`config.mk`:
```
export PLATFORM = sky130hd
export DESIGN_NAME = posit_encoder_pipe
export DESIGN_NICKNAME = d
export VERILOG_FILES = /design/src/rtl/posit_pkg.sv /design/src/rtl/posit_round_pack.sv /design/src/rtl/posit_encoder_pipe.sv
export SDC_FILE = /design/constraint.sdc
export NUM_CORES = 1
export LEC_CHECK = 0
export CORE_ASPECT_RATIO = 0.9
export CORE_UTILIZATION = 35
export DETAILED_ROUTE_END_ITERATION = 8
export GPL_ROUTABILITY_DRIVEN = 0
export GPL_TIMING_DRIVEN = 0
export PLACE_DENSITY = 0.5
export RECOVER_POWER = 100
export SLEW_MARGIN = 20
export SYNTH_ARGS = -nofsm -noshare
export SYNTH_HDL_FRONTEND = slang
export SYNTH_SLANG_ARGS = --single-unit
```
`constraint.sdc`:
```
create_clock -name Clock -period 4.25 [get_ports Clock]
set_clock_uncertainty 0.2 [all_clocks]
set_input_delay 0.6375 -clock Clock [delete_from_list [all_inputs] [get_ports Clock]]
set_output_delay 0.6375 -clock Clock [all_outputs]
set_load 0.02 [all_outputs]
```
`src/rtl/posit_pkg.sv`:
```
// Shared posit constants, saturation helpers and the unpacked-value struct
// used by both the encoder and the field decoder.
package posit_pkg;

    localparam int POSIT_N  = 32;
    localparam int POSIT_ES = 4;
    localparam int POSIT_FW = POSIT_N;
    localparam int POSIT_SW = $clog2(POSIT_N) + POSIT_ES + 2;

    localparam logic [POSIT_N-1:0] NAR  = {1'b1, {(POSIT_N-1){1'b0}}};
    localparam logic [POSIT_N-1:0] ZERO = '0;

    // Magnitudes exclude the sign bit.
    function automatic logic [POSIT_N-2:0] maxpos();
        return '1;
    endfunction

    function automatic logic [POSIT_N-2:0] minpos();
        return {{(POSIT_N-2){1'b0}}, 1'b1};
    endfunction

    typedef struct packed {
        logic                       nar;
        logic                       zero;
        logic                       sign;
        logic signed [POSIT_SW-1:0] scale;
        logic [POSIT_FW-1:0]        frac;
        logic                       sticky;
    } posit_unpacked_t;

endpackage

```
`src/rtl/posit_round_pack.sv`:
```
// Round-to-nearest-even, saturate and two's-complement a posit magnitude.
// Purely combinational so the multiplier can drop it into its own last stage.
module posit_round_pack
    import posit_pkg::*;
#(
    parameter int N = POSIT_N
) (
    input  logic         nar,
    input  logic         zero,
    input  logic         sign,
    input  logic         clamp_hi,
    input  logic         clamp_lo,
    input  logic [N-2:0] mag,
    input  logic         guard,
    input  logic         sticky,
    output logic [N-1:0] out
);

    logic         rnd;
    logic [N-1:0] sum;
    logic [N-2:0] res;

    always_comb begin
        rnd = guard & (mag[0] | sticky);
        sum = {1'b0, mag} + {{(N-1){1'b0}}, rnd};
        // A carry into bit N-1 means rounding overflowed past maxpos.
        if (clamp_lo)
            res = (N-1)'(minpos());
        else if (clamp_hi || sum[N-1])
            res = (N-1)'(maxpos());
        else
            res = sum[N-2:0];
        out = sign ? -{1'b0, res} : {1'b0, res};
        if (zero) out = N'(ZERO);
        if (nar)  out = N'(NAR);
    end

endmodule

```
`src/rtl/posit_encoder_pipe.sv`:
```
// Two-stage posit encoder: S1 lays out regime/exponent/fraction on a 2N-bit
// string, S2 rounds and packs. Valid/ready backpressure on both sides.
module posit_encoder_pipe
    import posit_pkg::*;
#(
    parameter int N  = POSIT_N,
    parameter int ES = POSIT_ES,
    parameter int FW = N,
    parameter int SW = $clog2(N) + ES + 2
) (
    input  logic                 Clock,
    input  logic                 Reset,
    input  logic                 InValid,
    output logic                 InReady,
    input  logic                 InNaR,
    input  logic                 InZero,
    input  logic                 InSign,
    input  logic signed [SW-1:0] InScale,
    input  logic [FW-1:0]        InFrac,
    input  logic                 InSticky,
    output logic                 OutValid,
    input  logic                 OutReady,
    output logic [N-1:0]         OUT
);

    localparam int STAGES = 2;
    localparam int BW     = ES + FW;
    localparam int RLW    = $clog2(N) + 1;
    localparam logic signed [SW:0] KMAX = (SW+1)'(N-2);
    localparam logic signed [SW:0] KMIN = -KMAX;
    localparam logic [2*N-1:0]     MSB1 = {1'b1, {(2*N-1){1'b0}}};
    localparam logic [2*N-1:0]     ALL1 = '1;

    typedef struct packed {
        logic         nar;
        logic         zero;
        logic         sign;
        logic         hi;
        logic         lo;
        logic [N-2:0] mag;
        logic         guard;
        logic         sticky;
    } s1_t;

    posit_unpacked_t  in_u;
    s1_t              s1_d, s1_q;
    logic [STAGES:1]  vld_pipe;
    logic             adv1, adv2;
    logic [N-1:0]     pack_out;

    logic signed [SW:0] kk;
    logic [RLW-1:0]     rl;
    logic [BW-1:0]      body;
    logic [2*N-1:0]     shifted, regime, str;
    logic               extra;

    assign in_u = '{nar: InNaR, zero: InZero, sign: InSign, scale: InScale,
                    frac: InFrac, sticky: InSticky};

    assign adv2     = !vld_pipe[2] || OutReady;
    assign adv1     = !vld_pipe[1] || adv2;
    assign InReady  = adv1;
    assign OutValid = vld_pipe[STAGES];

    always_comb begin
        s1_d = '0;
        // Extra sign bit keeps k+2 / 1-k from wrapping at the scale extremes.
        kk   = $signed({in_u.scale[SW-1], in_u.scale}) >>> ES;
        s1_d.hi = kk > KMAX;
        s1_d.lo = kk < KMIN;
        if (s1_d.hi || s1_d.lo)
            rl = RLW'(N);
        else
            rl = kk[SW] ? (RLW'(1) - kk[RLW-1:0]) : (kk[RLW-1:0] + RLW'(2));
        // Only the top N body bits can reach mag/guard; the rest fold into sticky.
        body    = {in_u.scale[ES-1:0], in_u.frac};
        extra   = |body[BW-N-1:0];
        shifted = {body[BW-1 -: N], {N{1'b0}}} >> rl;
        regime  = kk[SW] ? (MSB1 >> (rl - RLW'(1))) : ~(ALL1 >> (rl - RLW'(1)));
        str     = shifted | regime;
        s1_d.mag    = str[2*N-1 -: N-1];
        s1_d.guard  = str[N];
        s1_d.sticky = |str[N-1:0] | extra | in_u.sticky;
        s1_d.nar    = in_u.nar;
        s1_d.zero   = in_u.zero;
        s1_d.sign   = in_u.sign;
    end

    posit_round_pack #(.N(N)) u_round_pack (
        .nar      (s1_q.nar),
        .zero     (s1_q.zero),
        .sign     (s1_q.sign),
        .clamp_hi (s1_q.hi),
        .clamp_lo (s1_q.lo),
        .mag      (s1_q.mag),
        .guard    (s1_q.guard),
        .sticky   (s1_q.sticky),
        .out      (pack_out)
    );

    always_ff @(posedge Clock or posedge Reset) begin
        if (Reset) begin
            vld_pipe <= '0;
            s1_q     <= '0;
            OUT      <= '0;
        end else begin
            if (adv1) begin
                vld_pipe[1] <= InValid;
                if (InValid) s1_q <= s1_d;
            end
            if (adv2) begin
                vld_pipe[2] <= vld_pipe[1];
                if (vld_pipe[1]) OUT <= pack_out;
            end
        end
    end

endmodule
```
Word-level counts from Yosys, hierarchy flattened
Index checks and enable logic that the tools add are counted.
{ "totals": {"register_bits": 72, "inputBits": 51} }
{ "classes": {"n_addsub": 5, "magnitude_cmp": 2, "n_shift": 3, "n_mux": 8, "bitwise_logic": 6, "reduce_logical": 10} }
{ "op_table": {"columns": ["cell", "count"], "rows": [
  ["$shr 64x6->64 const A", 2],
  ["$mux 32", 3],
  ["$mux 64", 1],
  ["$not 64->64", 1],
  ["$or 64x64->64", 1],
  ["$shr 64x6->64", 1],
  ["$mux 31", 2],
  ["$add 31x1->32", 1],
  ["$neg 31->32", 1],
  ["$reduce_or 32->1", 1],
  ["$mux 6", 2],
  ["$gt 7x6->1 const B", 1],
  ["$lt 7x6->1 const B", 1],
  ["$add 6x2->6 const B", 1],
  ["$sub 1x6->6 const A", 1],
  ["$sub 6x1->6 const B", 1],
  ["$logic_or 1x1->1", 4],
  ["$reduce_and 2->1", 2],
  ["$reduce_or 4->1", 1],
  ["$or 1x1->1", 3],
  ["$logic_not 1->1", 2],
  ["$and 1x1->1", 1]
]} }

Logic depth before layout (Yosys ltp)
{ "depth": {"ltp_word": 11, "depth_mapped": 19, "mapped_depth_nobuf": 14} }

Modules after synthesis
From an unflattened synthesis, not the netlist that was laid out.
{ "unflattened": {"cells_unflattened": 1219, "hier_area_um2": 9095.0} }
{ "modules_own_cells": {"columns": ["module", "n_inst", "cells_each", "area_per_inst_um2", "seq_area_each_um2"], "rows": [
  ["posit_encoder_pipe", 1, 832, 6675.2, 1801.7],
  ["posit_round_pack", 1, 387, 2419.8, 0.0]
]} }

Least setup slack after synthesis
No wires, ideal clock.
{ "synth_path": {"path_kind": "in2reg", "start": "input port InScale[5]", "end": "register s1_q[0] in the netlist's numbering", "arrival_ns": 4.209, "t_required_ns": 3.912, "slack_ns": -0.297, "stages": 18, "path_cell_list": "buf_2 -> inv_1 -> ha_1 -> nor3b_4 -> o22a_1 -> buf_2 -> buf_2 -> buf_1 -> ha_1 -> inv_1 -> ha_1 -> inv_1 -> o31ai_1 -> or3b_2 -> a31oi_1 -> a2bb2oi_1 -> o211a_1 -> o211ai_1"} }
{ "synth_between": {"elab_chain_len": 11} }
{ "synth_rtl": {"columns": ["item", "line", "rtl"], "rows": [
  ["start: declaration", "posit_encoder_pipe.sv:18", "input logic signed [SW-1:0] InScale,"],
  ["$add 6x2->6, or another cell as far along", "posit_encoder_pipe.sv:74", "rl = kk[SW] ? (RLW'(1) - kk[RLW-1:0]) : (kk[RLW-1:0] + RLW'(2));"],
  ["$mux 6 / $logic_or 1x1->1 (equally long branches)", "posit_encoder_pipe.sv:74, posit_encoder_pipe.sv:71", null],
  ["$mux 6 (*)", "posit_encoder_pipe.sv:71", "if (s1_d.hi || s1_d.lo)"],
  ["$sub 6x1->6", "posit_encoder_pipe.sv:79", "regime = kk[SW] ? (MSB1 >> (rl - RLW'(1))) : ~(ALL1 >> (rl - RLW'(1)));"],
  ["$shr 64x6->64", "posit_encoder_pipe.sv:79", null],
  ["$not 64->64", "posit_encoder_pipe.sv:79", null],
  ["$mux 64", "posit_encoder_pipe.sv:79", null],
  ["$or 64x64->64 (*)", "posit_encoder_pipe.sv:80", "str = shifted | regime;"],
  ["$reduce_or 32->1 (*)", "posit_encoder_pipe.sv:83", "s1_d.sticky = |str[N-1:0] | extra | in_u.sticky;"],
  ["$or 1x1->1 (*) (2 in a row)", "posit_encoder_pipe.sv:83", null],
  ["end signal: assignment", "posit_encoder_pipe.sv:104", "s1_q <= '0;"],
  ["end signal: assignment", "posit_encoder_pipe.sv:109", "if (InValid) s1_q <= s1_d;"],
  ["end: declaration", "posit_encoder_pipe.sv:46", "s1_t s1_d, s1_q;"]
]} }
Mark *: on every way between the ends. The rest lies on a longest branch, timed or not.
A chain may end at the register's enable or synchronous reset.

Worst setup path in the final report
{ "layout_path": {"start": "input port InScale[9]", "end": "register s1_q[0] in the netlist's numbering"} }
Same word-level chain as after synthesis.

==> results.yml <==
timing:
  fmaxAchievable_mhz: 241
  maxSlewViolCount: 75
  hold_violations: 0
  period_share: 0.976
  setup_viol_count_final: 0
  fin_crit_ns: 4.15
  slew-limit-headroom: -0.150
  rsz0062_at_grt: "true"
  tightest_slew_ns: 1.72
power_and_ir_drop:
  leakagePower_nw: 3.99
  p_sw_mw: 1.69
  power_frac_seq: 0.244
  clockPowerShare: 0.232
  power_frac_comb: 0.524
  power_density_nw_per_um2: 377
  internal_power_mw: 2.17
  total_power_mw: 3.87
  vdd_drop_max_mv: 0.148
  sw_frac_of_total: 0.438
clock_tree:
  cts.sinks: 72
  cts-root-buf: "clkbuf_16"
  hold_buffers: 0
  clk_latency_ns: 0.34
  cts.path.max_buffers: 2
  htreeDepth: 3
  cts_tree: "yes"
  numCtsBuffers: 9
  clk_pin_slew_worst_paths_ns: 0.06
detailed_routing:
  vias_per_cell: 6.41
  wl_um: 34000
  drt_iter0_drc: 1224
  route.detailed.drc: 0
  num_vias: 9684
  wl_per_cell_um: 22.5
  ant_nets: 0
  dr.pass1.iters: 6
synthesis:
  yosysSeqAreaShare: 0.222
  syn_avg_cell_area_um2: 7.36
  yosysWarningCount: 0
  synth_edf_count: 0
  synth_top_flop_cell: "dfrtp_1"
  synth_area_leaders: "dfrtp_1 22%, nand2_1 6.1%, o21ai_0 5.7%"
  synth_seq_cells: 72
  synth_cell_types: 85
  synthArstFlopShare: 1.00
  yosysTopAreaCell: "dfrtp_1"
  syn_inst: 1102
  synth_nets: 1167
  synth_area_um2: 8110
  netlist.area_leader.share: 0.222
cells_and_area:
  fin_util: 0.454
  syn2layout_area_growth_pct: 26.4
  design_area_um2: 10200
  fin_nets: 1274
  antenna_cells: 0
  drive_above_1_share: 0.137
critical_path:
  cp-end-kind: "flop"
  path_class: "in2reg"
  cp-start-kind: "primary input"
  crit_fanout: 11
  cp.required_ns: 4.28
  arrival_ns: 4.18
die:
  die-area_um2: 23800
  die_h_um: 146
  fp.coreArea_um2: 22600
  die_w_um: 162
  io_pins: 85
  rows: 52
  start_util: 0.359
global_route:
  grt_pass1_wl_um: 51700
  grt-ovfl-total: 0
  grt_pass1_vias: 8756
  antenna_found_initial: 0
  grtUsageTotal: 0.282
  grt_max_degree: 39
min_path:
  hold_class: "reg2reg"
placement:
  port-buffer-count: 83
  placed_cell_area_um2: 9350
  hpwl_um: 26600
status:
  violations: "max-capacitance violations, max-slew violations"
  status: "complete, but fails checks"
job:
  cap_violations: 2
-- worst paths after layout --
path                                startpoint                    to  slack (ns)  cells after the start
max                                 InScale[9]   s1_q[0]$_DFFE_PP0P_        0.10                     16
min                        OUT[26]$_DFFE_PP0P_   OUT[26]$_DFFE_PP0P_        0.27                      2
max reg2reg                s1_q[0]$_DFFE_PP0P_   OUT[28]$_DFFE_PP0P_        0.21                     14
min reg2reg                OUT[26]$_DFFE_PP0P_   OUT[26]$_DFFE_PP0P_        0.27                      2
max in group asynchronous                Reset    OUT[8]$_DFFE_PP0P_        0.68                      3
min in group asynchronous                Reset  s1_q[32]$_DFFE_PP0P_        0.91                      2
-- repair_timing --
action,4_1_cts,5_1_grt
buffers inserted,9,7
pin swaps,6,14
endpoints found under the setup margin,45,46
gates cloned,0,0
gates resized for setup,62,59
-- per-layer routing --
metal / vias to the layer above / wire length [um] / GRT usage
li1: 4395 / - / -
met1: 4724 / 16800 / 0.450
met2: 515 / 12800 / 0.356
met3: 50 / 3920 / 0.0895
met4: 0 / 415 / 0.0486
met5: - / 0 / 0
-- placed cells by master, fill, tap and decap left out, types with 9 or more instances in the layout --
master,count
a211oi_1,12
a21oi_1,73
a22oi_1,11
a31oi_1,20
and3_1,14
buf_2,19
buf_4,18
clkbuf_1,44
clkbuf_16,9
clkbuf_2,9
clkdlybuf4s50_1,45
dfrtp_1,72
dlygate4sd3_1,36
inv_1,17
mux2_2,14
mux2i_1,34
nand2_1,132
nand3_1,35
nand4_1,34
nor2_1,89
nor3_1,30
o211ai_1,12
o21ai_0,87
o22a_1,11
o22ai_1,15
o31ai_1,9
or3_1,16
xnor2_1,20
xor2_1,31
-- registers in the layout, indices dropped and copies added, names as in the netlist --
name      count
s1_q         38
OUT          32
vld_pipe      2
-- worst max-delay path: stages --
cell	delay, ns
clkdlybuf4s50_1	0.43
clkbuf_1	0.22
or3_1	0.35
o22a_2	0.24
buf_6	0.15
inv_1	0.07
buf_2	0.24
buf_2	0.29
buf_4	0.25
ha_2	0.32
o41ai_1	0.12
a211o_1	0.29
o211ai_1	0.09
nand4_1	0.16
o211a_1	0.18
o211ai_1	0.12
-- Yosys cell counts (10+ instances only) --
cell type    n
a211oi_1    15
a21oi_1     76
a22oi_1     11
a31oi_1     21
and3_1      15
buf_2       24
clkbuf_1    57
dfrtp_1     72
ha_1        14
inv_1       19
mux2_2      15
mux2i_1     39
nand2_1    132
nand3_1     36
nand4_1     34
nor2_1      92
nor3_1      32
nor4_1      12
o211ai_1    12
o21ai_0     92
o22a_1      12
o22ai_1     18
o31ai_1     10
or3_1       16
xnor2_1     20
xor2_1      31
-- cells by family (layout without fill, tap and decap cells) --
family,Yosys count,count (layout),synth area share
AND/OR/NAND/NOR,428,428,0.261
AO/OA/AOI/OAI,367,367,0.304
buffers and inverters,113,225,0.0597
flip-flops,72,72,0.222
multiplexers,56,56,0.0735
XOR/XNOR,52,52,0.0580
adder cells (fa/ha/maj),14,14,0.0216
-- power by group through the flow --
stage / registers [mW] / clock network [mW] / logic (mW)
6_report: 0.944 / 0.896 / 2.03
2_1_floorplan: 1.03 / 0 / 1.14
5_1_grt: 0.969 / 0.927 / 2.18
4_1_cts: 0.944 / 0.904 / 1.95
3_5_place_dp: 0.956 / 0 / 1.89
3_3_place_gp: 0.955 / 0 / 1.89
-- metrics by stage --
step / setup TNS (ns) / instances / hold slack [ns] / setup WS [ns]
3_3_place_gp: -44.52 / 1482 / 0.265 / -1.57
5_1_grt: -0.108 / 1511 / 0.303 / -0.0551
4_1_cts: 0 / 1506 / 0.285 / 0.00162
6_report: 0 / 1511 / 0.273 / 0.100
3_5_place_dp: -37.48 / 1484 / 0.270 / -1.35
2_1_floorplan: 0 / 1102 / 0.257 / 0.00650
-- area by class of cell --
| type | count | area, um2 |
|---|---|---|
| Buffer | 88 | 512 |
| Clock buffer | 11 | 243 |
| Clock inverter | 5 | 104 |
| Fill cell | 2323 | 12300 |
| Inverter | 20 | 78.8 |
| Multi-Input combinational cell | 917 | 6160 |
| Sequential cell | 72 | 1800 |
| Tap cell | 297 | 372 |
| Timing Repair Buffer | 101 | 977 |
No activity file was read; power rests on OpenSTA's default activity.
